**src/rtl/mac_tx_arbiter.sv**
```systemverilog
// Frame-level arbiter sharing one MAC TX byte interface between two frame sources,
// with inter-frame gap enforcement and a watchdog that aborts runaway frames.
`timescale 1ns/1ps
module mac_tx_arbiter #(
  parameter int DATA_W     = 8,
  parameter int RR_MODE    = 1,
  parameter int GAP_CYCLES = 16,
  parameter int MAX_BYTES  = 1536
) (
  input  logic              clk,
  input  logic              rst,
  input  logic              s0_req,
  input  logic [DATA_W-1:0] s0_data,
  input  logic              s0_wren,
  input  logic              s0_sop,
  input  logic              s0_eop,
  input  logic              s0_err,
  output logic              s0_rdy,
  input  logic              s1_req,
  input  logic [DATA_W-1:0] s1_data,
  input  logic              s1_wren,
  input  logic              s1_sop,
  input  logic              s1_eop,
  input  logic              s1_err,
  output logic              s1_rdy,
  output logic [DATA_W-1:0] tx_data,
  output logic              tx_wren,
  output logic              tx_sop,
  output logic              tx_eop,
  output logic              tx_err,
  input  logic              tx_rdy,
  output logic [1:0]        gnt,
  output logic [15:0]       frames0,
  output logic [15:0]       frames1,
  output logic [7:0]        aborts
);

  localparam int GAP_W = (GAP_CYCLES > 1) ? $clog2(GAP_CYCLES) : 1;

  typedef enum logic [2:0] {IDLE, ACTIVE, ABORT, FLUSH, GAP} state_t;

  state_t             state, state_nxt;
  logic [1:0]         gnt_nxt;
  logic               rr_ptr, rr_ptr_nxt;
  logic [10:0]        byte_cnt, byte_cnt_nxt;
  logic [GAP_W-1:0]   gap_cnt, gap_cnt_nxt;
  logic               done0, done1, abort_hit;

  logic [DATA_W-1:0]  g_data;
  logic               g_wren, g_sop, g_eop, g_err;

  function automatic logic [7:0] sat_inc8(input logic [7:0] v);
    return (v == 8'hFF) ? v : v + 8'd1;
  endfunction

  always_comb begin
    g_data = s0_data;
    g_wren = s0_wren;
    g_sop  = s0_sop;
    g_eop  = s0_eop;
    g_err  = s0_err;
    if (gnt[1]) begin
      g_data = s1_data;
      g_wren = s1_wren;
      g_sop  = s1_sop;
      g_eop  = s1_eop;
      g_err  = s1_err;
    end
  end

  always_comb begin
    state_nxt    = state;
    gnt_nxt      = gnt;
    rr_ptr_nxt   = rr_ptr;
    byte_cnt_nxt = byte_cnt;
    gap_cnt_nxt  = gap_cnt;
    done0        = 1'b0;
    done1        = 1'b0;
    abort_hit    = 1'b0;
    tx_data      = '0;
    tx_wren      = 1'b0;
    tx_sop       = 1'b0;
    tx_eop       = 1'b0;
    tx_err       = 1'b0;
    s0_rdy       = 1'b0;
    s1_rdy       = 1'b0;
    case (state)
      IDLE: begin
        byte_cnt_nxt = '0;
        gap_cnt_nxt  = '0;
        if (s0_req && s1_req)
          gnt_nxt = (RR_MODE != 0 && rr_ptr) ? 2'b10 : 2'b01;
        else if (s0_req)
          gnt_nxt = 2'b01;
        else if (s1_req)
          gnt_nxt = 2'b10;
        if (s0_req || s1_req)
          state_nxt = ACTIVE;
      end
      ACTIVE: begin
        tx_data = g_data;
        tx_wren = g_wren;
        tx_sop  = g_sop;
        tx_eop  = g_eop;
        tx_err  = g_err;
        s0_rdy  = gnt[0] & tx_rdy;
        s1_rdy  = gnt[1] & tx_rdy;
        if (g_wren && tx_rdy) begin
          byte_cnt_nxt = byte_cnt + 11'd1;
          if (g_eop) begin
            done0      = gnt[0];
            done1      = gnt[1];
            gnt_nxt    = 2'b00;
            rr_ptr_nxt = gnt[0];
            state_nxt  = GAP;
          end else if (byte_cnt_nxt == 11'(MAX_BYTES)) begin
            state_nxt = ABORT;
          end
        end
      end
      ABORT: begin
        // Synthetic terminating beat tells the MAC to drop the truncated frame
        tx_wren = 1'b1;
        tx_eop  = 1'b1;
        tx_err  = 1'b1;
        if (tx_rdy) begin
          abort_hit = 1'b1;
          state_nxt = FLUSH;
        end
      end
      FLUSH: begin
        s0_rdy = gnt[0];
        s1_rdy = gnt[1];
        if (g_wren && g_eop) begin
          gnt_nxt    = 2'b00;
          rr_ptr_nxt = gnt[0];
          state_nxt  = GAP;
        end
      end
      GAP: begin
        if (gap_cnt == GAP_W'(GAP_CYCLES - 1)) begin
          gap_cnt_nxt = '0;
          state_nxt   = IDLE;
        end else begin
          gap_cnt_nxt = gap_cnt + GAP_W'(1);
        end
      end
      default: state_nxt = IDLE;
    endcase
  end

  always_ff @(posedge clk or negedge rst) begin
    if (!rst) begin
      state    <= IDLE;
      gnt      <= 2'b00;
      rr_ptr   <= 1'b0;
      byte_cnt <= '0;
      gap_cnt  <= '0;
      frames0  <= '0;
      frames1  <= '0;
      aborts   <= '0;
    end else begin
      state    <= state_nxt;
      gnt      <= gnt_nxt;
      rr_ptr   <= rr_ptr_nxt;
      byte_cnt <= byte_cnt_nxt;
      gap_cnt  <= gap_cnt_nxt;
      if (done0)     frames0 <= frames0 + 16'd1;
      if (done1)     frames1 <= frames1 + 16'd1;
      if (abort_hit) aborts  <= sat_inc8(aborts);
    end
  end

endmodule
```
**config.mk**
```make
export PLATFORM = sky130hd
export DESIGN_NAME = mac_tx_arbiter
export DESIGN_NICKNAME = d
export VERILOG_FILES = /design/src/rtl/mac_tx_arbiter.sv
export SDC_FILE = /design/constraint.sdc
export NUM_CORES = 1
export LEC_CHECK = 0
export BUFFER_PORTS_ARGS = -buffer_cell sky130_fd_sc_hd__buf_2
export CAP_MARGIN = 20
export CORE_ASPECT_RATIO = 0.8
export CORE_MARGIN = 2
export CORE_UTILIZATION = 32
export DETAILED_ROUTE_END_ITERATION = 7
export PLACE_DENSITY = 0.6
export REMOVE_ABC_BUFFERS = 1
export SLEW_MARGIN = 40
export SYNTH_ARGS = -nofsm -noshare
export SYNTH_HDL_FRONTEND = slang
export SYNTH_SLANG_ARGS = --single-unit
```
**constraint.sdc**
```tcl
create_clock -name clk -period 2.5 [get_ports clk]
set_clock_uncertainty 0.05 [all_clocks]
set_input_delay 0.125 -clock clk [delete_from_list [all_inputs] [get_ports clk]]
set_output_delay 0.125 -clock clk [all_outputs]
set_load 0.01 [all_outputs]
```
==> summary.txt, run 1 <==
Status
  – Outcome: complete, no violations

Detailed routing
  – Via density: 4.84
  – Drt drc: 0
  – Routed WL per cell: 13.0 um
  – DRT Wirelength: 7350 um
  – Final ANT Viol Nets: 0
  – DRT Pass-1 Iters: 5
  – Vias: 2732
  – Iteration-0 DRC Markers: 152

Worst setup path
  – Startpoint types: flip-flop
  – CP endpoint kind: flip-flop
  – Req. time, crit path: 2660 ps
  – Cell family with most CP delay: simple AND/OR/NAND/NOR gates
  – Peak per-stage delay on the critical path: 510 ps
  – WS Path Type: flip-flop to flip-flop
  – Worst-path maximum fanout: 11
  – Slowest cell on crit path: dfrtp_1
  – Buf+Inv Stages, Crit Path: 0
  – Cell mode on critical path: nand3_1
  – Critical-path cell list: nor3b_4 > nand3_1 > nor3_1 > and4_1 > nand3_1 > xnor2_1
  – Worst EP arrival: 2270 ps

Synthesis
  – Post-Syn Area: 0.00329 mm2
  – Most frequent cells after synthesis: dfrtp_1, nand2_1, xnor2_1
  – Count leader, synth: dfrtp_1
  – Register area share after synthesis: 46.4%
  – Yosys warning total: 0
  – Async set-reset flop share out of synthesis: 100%
  – Post-synth top area cell: dfrtp_1
  – Synth area leaders: dfrtp_1, xnor2_1, o21ai_0, mux2i_1, nand3_1
  – Synth Instances: 333
  – FF+latch count, synth: 61
  – Number of flops mapped to enable cells by yosys: 0
  – Synth top area share: 46.4%
  – Mapped Avg Cell Area: 9.89 um2
  – Distinct cells, synth: 46
  – Ys flop type: dfrtp_1

CTS
  – Clk_lat worst skew: 330 ps
  – Longest Clk Path Bufs: 2
  – Root Driver: clkbuf_16
  – Clock-pin slew of the registers on the worst-case setup and hold paths: 60 ps
  – TritonCTS Buffers: 9
  – H-Tree Depth: 3
  – Post-CTS setup buffers: 0
  – CTS tree: done
  – CTS Sinks: 61

Flow run
  – Max cap viols: 0

Floorplanning
  – Die H: 94.7 um
  – Die X: 117 um
  – Initial cell density of the core: 32.5%
  – DIE AREA: 0.0111 mm2
  – Io pins: 85
  – Rows: 33
  – CORE AREA: 0.0101 mm2

Finish
  – Final Cell Area: 0.00417 mm2
  – Proportion of layout cells with a drive suffix above 1: 28.9%
  – Final nets: 454
  – Layout fillers: 977
  – Layout area overhead: 26.6%
  – Area taken by multi-input logic gates: 0.00165 mm2
  – Reg area: 0.00153 mm2
  – N_diodes: 0

Min path
  – Hold WC Path Type: input pin to flip-flop

Timing
  – Slew @ Worst Pin: 445 ps
  – Upper clock frequency limit: 475 MHz
  – PnR worst setup slack: 396 ps
  – Setup TNS: 0 ps
  – Worst slew margin: 70.3%
  – RSZ-0062 raised after global routing: no
  – Period utilisation layout: 84.1%
  – Final min period: 2100 ps
  – Setup violators final: 0
  – Final Hold Viols: 0
  – Max-slew violation count: 0

Pwr
  – Internal power: 0.00230 W
  – Leak: 2.06 nW
  – Final total power: 0.00349 W
  – Share of power burned in the clock network: 35.2%
  – Switching share of power: 34.1%
  – Logic pwr share: 29.0%
  – Switching power: 0.00119 W
  – Pwr Density: 838 mW/mm2
  – Seq pwr share: 35.8%
  – Peak VDD IR: 416 uV

GRT
  – Largest net degree at the start of global routing: 32
  – Vias in the first global route: 2616
  – Initial antenna violation count: 0
  – Global route total overflow: 0
  – First-pass GRT wire length: 12500 um
  – All-layer global routing usage: 14.1%

Place
  – Placer Congestion: 0.790
  – Port Buf Inserts: 84
  – Post-DP HPWL: 5420 um
  – Placed Instance Area: 0.00385 mm2
  – Pre-CTS setup slack: 427 ps
[tightest hold or removal path, cell delays in order]
cell	delay, ps
buf_2	130
nand4_1	100
xnor2_1	60
[per-layer routing]
metal  vias up  track usage, %  part of all wire (%)
met5         -               0                     0
met4         0            4.52                  0.67
met3         4            4.95                   5.9
met2        80            21.7                    44
met1      1284            18.7                    49
li1       1364               -                     -
[stage by stage]
step	hold WS, ps	cells	util [%]
finish	83.3	565	41.2
global route	93.4	565	41.2
CTS	77.6	565	41.2
detailed placement	180	548	38.1
global placement	174	548	38.1
floorplan	-221	317	-
[power groups by stage]
stage	combinational [W]	sequential (W)	clock, W
4_1_cts	0.00102	0.00125	0.00127
6_report	0.00101	0.00125	0.00123
2_1_floorplan	0.000563	0.00131	0
3_3_place_gp	0.00101	0.00126	0
5_1_grt	0.00114	0.00127	0.00132
3_5_place_dp	0.00102	0.00127	0
[worst paths after layout]
kind | from | endpoint | slack (ps) | cells after the start
min in group asynchronous | rst | frames1[6] | 230 | 2
min | s1_eop | frames1[2] | 80 | 3
max in group asynchronous | rst | byte_cnt[6] | 1660 | 3
max reg2reg | state[0] | frames0[15] | 400 | 6
min reg2reg | frames1[15] | frames1[15] | 420 | 1
max | state[0] | frames0[15] | 400 | 6
[state kept, by name, summed over array words and instances (netlist names)]
signal    count
frames0      16
aborts        8
byte_cnt     11
frames1      16
gap_cnt       4
rr_ptr        1
state         3
gnt           2
[kinds of logic (layout without fill, tap and decap cells)]
family          count (synthesis)  count (layout)  share of synthesized area, %
compound gates                 54              54                          9.81
xor+xnor                       39              39                          10.4
fa+ha+maj                       5               5                          1.90
buf+inv                        20             112                          3.46
flops                          61              61                          46.4
mux                            18              18                          5.82
simple gates                  136             136                          22.3
[layout by cell type, fill, tap and decap left out, types with 3 or more instances in the layout]
cell / Yosys / final
clkbuf_16: 0 / 9
xor2_1: 8 / 8
nor2_1: 25 / 25
mux2_2: 5 / 5
inv_1: 4 / 4
xnor2_1: 31 / 31
o21ai_0: 26 / 26
clkinv_4: 0 / 3
buf_2: 4 / 83
nand4_1: 12 / 12
or2_2: 3 / 3
and3_1: 11 / 11
o31ai_1: 4 / 4
and2_1: 3 / 3
nor3_1: 4 / 4
ha_1: 5 / 5
nand3_1: 24 / 24
nand2_1: 32 / 32
mux2i_1: 12 / 12
and4_1: 6 / 6
buf_4: 1 / 7
a21oi_1: 10 / 10
dfrtp_1: 61 / 61
[area by class of cell]
class	count	area share (%)
Clock inverter	7	1.80
Sequential cell	61	36.6
Inverter	4	0.360
Clock buffer	9	5.41
Multi-Input combinational cell	252	39.6
Tap cell	140	4.20
Timing Repair Buffer	92	12.0
[timing repair]
action,CTS,global route
hold buffers,1,0
endpoints found under the hold margin,30,0
gates resized for setup,0,0
Note: power is estimated with default switching activity, not from simulation.
==> run 2, diff against run 1 <==
--- a/config.mk
+++ b/config.mk
@@ -11,7 +11,7 @@
 export CORE_MARGIN = 2
 export CORE_UTILIZATION = 32
 export DETAILED_ROUTE_END_ITERATION = 7
-export PLACE_DENSITY = 0.6
+export PLACE_DENSITY = 0.62
 export REMOVE_ABC_BUFFERS = 1
 export SLEW_MARGIN = 40
 export SYNTH_ARGS = -nofsm -noshare
==> constraint.sdc (replaced) <==
create_clock -name clk -period 1.7 [get_ports clk]
set_clock_uncertainty 0.05 [all_clocks]
set_input_delay 0.085 -clock clk [delete_from_list [all_inputs] [get_ports clk]]
set_output_delay 0.085 -clock clk [all_outputs]
set_load 0.01 [all_outputs]
==> run 2 against run 1 <==
Net effect:
- the flow now finishes with violations (negative setup slack)
- die area unchanged
- sequential share of layout area shrank 6.2 points
- sequential power is 42% higher
- maximum frequency increased by 13%
- critical path depth increased by 1
- setup slack got worse by 550 ps
- wire length rose by 16%
- non-clock buffer count is 67 higher
- critical path type unchanged
==> summary.txt, run 2 (synthesis results as in run 1) <==
Status
  – Outcome: finished, violations left
  – Failing checks: negative setup slack

Place
  – Post-DP HPWL: 5810 um
  – Placed Instance Area: 0.00421 mm2
  – Placed instance count: 596
  – Pre-CTS setup slack: -151 ps
  – Placer Congestion: 0.815
  – Port Buf Inserts: 84

Detailed routing
  – DRT Pass-1 Iters: 5
  – Iteration-0 DRC Markers: 140
  – Routed WL per cell: 13.5 um
  – Final ANT Viol Nets: 0
  – Drt drc: 0
  – DRT Wirelength: 8540 um
  – Via density: 4.87
  – Vias: 3076

Worst setup path
  – CP endpoint kind: flip-flop
  – Worst-path maximum fanout: 4
  – WS Path Type: flip-flop to flip-flop
  – Worst EP arrival: 2020 ps
  – Startpoint types: flip-flop
  – Req. time, crit path: 1870 ps

Timing
  – Max-slew violation count: 0
  – Worst slew margin: 75.4%
  – Slew @ Worst Pin: 366 ps
  – RSZ-0062 raised after global routing: yes
  – PnR worst setup slack: -159 ps
  – Final min period: 1860 ps
  – Final Hold Viols: 0
  – Period utilisation layout: 109%
  – Setup violators final: 38
  – Setup TNS: -3100 ps
  – Upper clock frequency limit: 538 MHz

Floorplanning
  – Initial cell density of the core: 32.5%
  – CORE AREA: 0.0101 mm2
  – Rows: 33
  – DIE AREA: 0.0111 mm2
  – Io pins: 85
  – Die H: 94.7 um
  – Die X: 117 um

GRT
  – Vias in the first global route: 2957
  – Met3 Usage GRT: 3.68%
  – Most used routing layer: met2
  – Largest net degree at the start of global routing: 62
  – Initial antenna violation count: 0
  – Grt met1 use: 19.3%
  – Global route total overflow: 0
  – First-pass GRT wire length: 13700 um
  – Met2 Resource Use GR: 25.0%
  – All-layer global routing usage: 15.2%

Finish
  – Leading registers by flop count: frames0 x16, frames1 x16, byte_cnt x11
  – Commonest non-fill, non-tap cell in the layout: buf_2
  – Layout Cells excl Fill: 632
  – Most frequent cells in the layout: buf_2, buf_4, dfrtp_1, xnor2_1, nand2_1
  – N_diodes: 0
  – Final Cell Area: 0.00502 mm2
  – Layout fillers: 913
  – Util after Layout: 49.7%
  – Proportion of layout cells with a drive suffix above 1: 48.2%
  – Final nets: 521
  – Layout area overhead: 52.6%

CTS
  – H-Tree Depth: 3
  – CTS Sinks: 61
  – Clk_lat worst skew: 330 ps
  – TritonCTS Buffers: 9
  – Longest Clk Path Bufs: 2
  – Root Driver: clkbuf_16
  – Clock-pin slew of the registers on the worst-case setup and hold paths: 60 ps
  – CTS tree: done

Pwr
  – Logic pwr share: 38.5%
  – Switching power: 0.00202 W
  – Pwr Density: 1210 mW/mm2
  – Seq pwr share: 29.0%
  – Peak VDD IR: 708 uV
  – Internal power: 0.00407 W
  – Switching share of power: 33.2%
  – Leak: 2.53 nW
  – Share of power burned in the clock network: 32.4%

Min path
  – Hold WC Path Type: input pin to flip-flop

Flow run
  – Max cap viols: 0
[run 2: changes by cell type in the layout (fill, tap and decap cells not counted), sizes merged]
cell      change
clkinv        -2
bufinv        +1
buf          +67
clkinvlp      +1
[run 2: cell type report]
cell class                 instances  area, um2  area share, %
timing repair buffer             159       1060           21.1
multi-input combinational        252       1920           38.2
inverter                           4       15.0          0.299
clock inverter                     7       98.8           1.97
tap                              140        175           3.49
clock buffer                       9        225           4.48
sequential                        61       1530           30.5
[run 2: critical path, stage by stage, from the launching register on]
cell	delay, ps
dfrtp_1	390
buf_6	120
nor3b_4	230
and3_4	250
and3_4	220
and4_4	260
nand3_2	80
xnor2_2	140
[run 2: path summary, 6_finish.rpt]
kind | startpoint | cells after the start | end | slack, ps
min in group asynchronous | rst | 3 | frames1[6] | 250
hold reg to reg | frames1[15] | 1 | frames1[15] | 410
setup reg to reg | state[1] | 7 | frames0[5] | -160
max in group asynchronous | rst | 3 | byte_cnt[8] | 1070
setup / recovery | state[1] | 7 | frames0[5] | -160
hold / removal | s1_eop | 3 | frames1[0] | 30
[run 2: power by group through the flow]
stage / sequential (W) / clock (W) / combinational [W]
floorplan: 0.00193 / 0 / 0.000828
global placement: 0.00178 / 0 / 0.00186
detailed placement: 0.00179 / 0 / 0.00189
CTS: 0.00176 / 0.00201 / 0.00202
global route: 0.00179 / 0.00208 / 0.00257
finish: 0.00177 / 0.00198 / 0.00235
[run 2: metrics by stage]
| stage | hold slack (ps) | power [W] |
|---|---|---|
| after detailed placement | 72.9 | 0.00368 |
| after CTS | 13.8 | 0.00579 |
| after global routing | 43.3 | 0.00644 |
| after floorplan | -261 | 0.00276 |
| after global placement | 75.4 | 0.00364 |
| final | 27.9 | 0.00610 |
[run 2: timing repair]
action	CTS	global route
pin swaps	15	25
resized for setup	37	59
endpoints found under the hold margin	61	0
buffers inserted	5	15
hold buffers	1	0
setup endpoints to repair	42	59
[run 2: routing by layer]
metal  part of all wire (%)  vias to the layer above
met3                    5.4                       13
met4                    1.2                        0
li1                       -                     1494
met1                     46                     1476
met5                      0                        -
met2                     47                       93
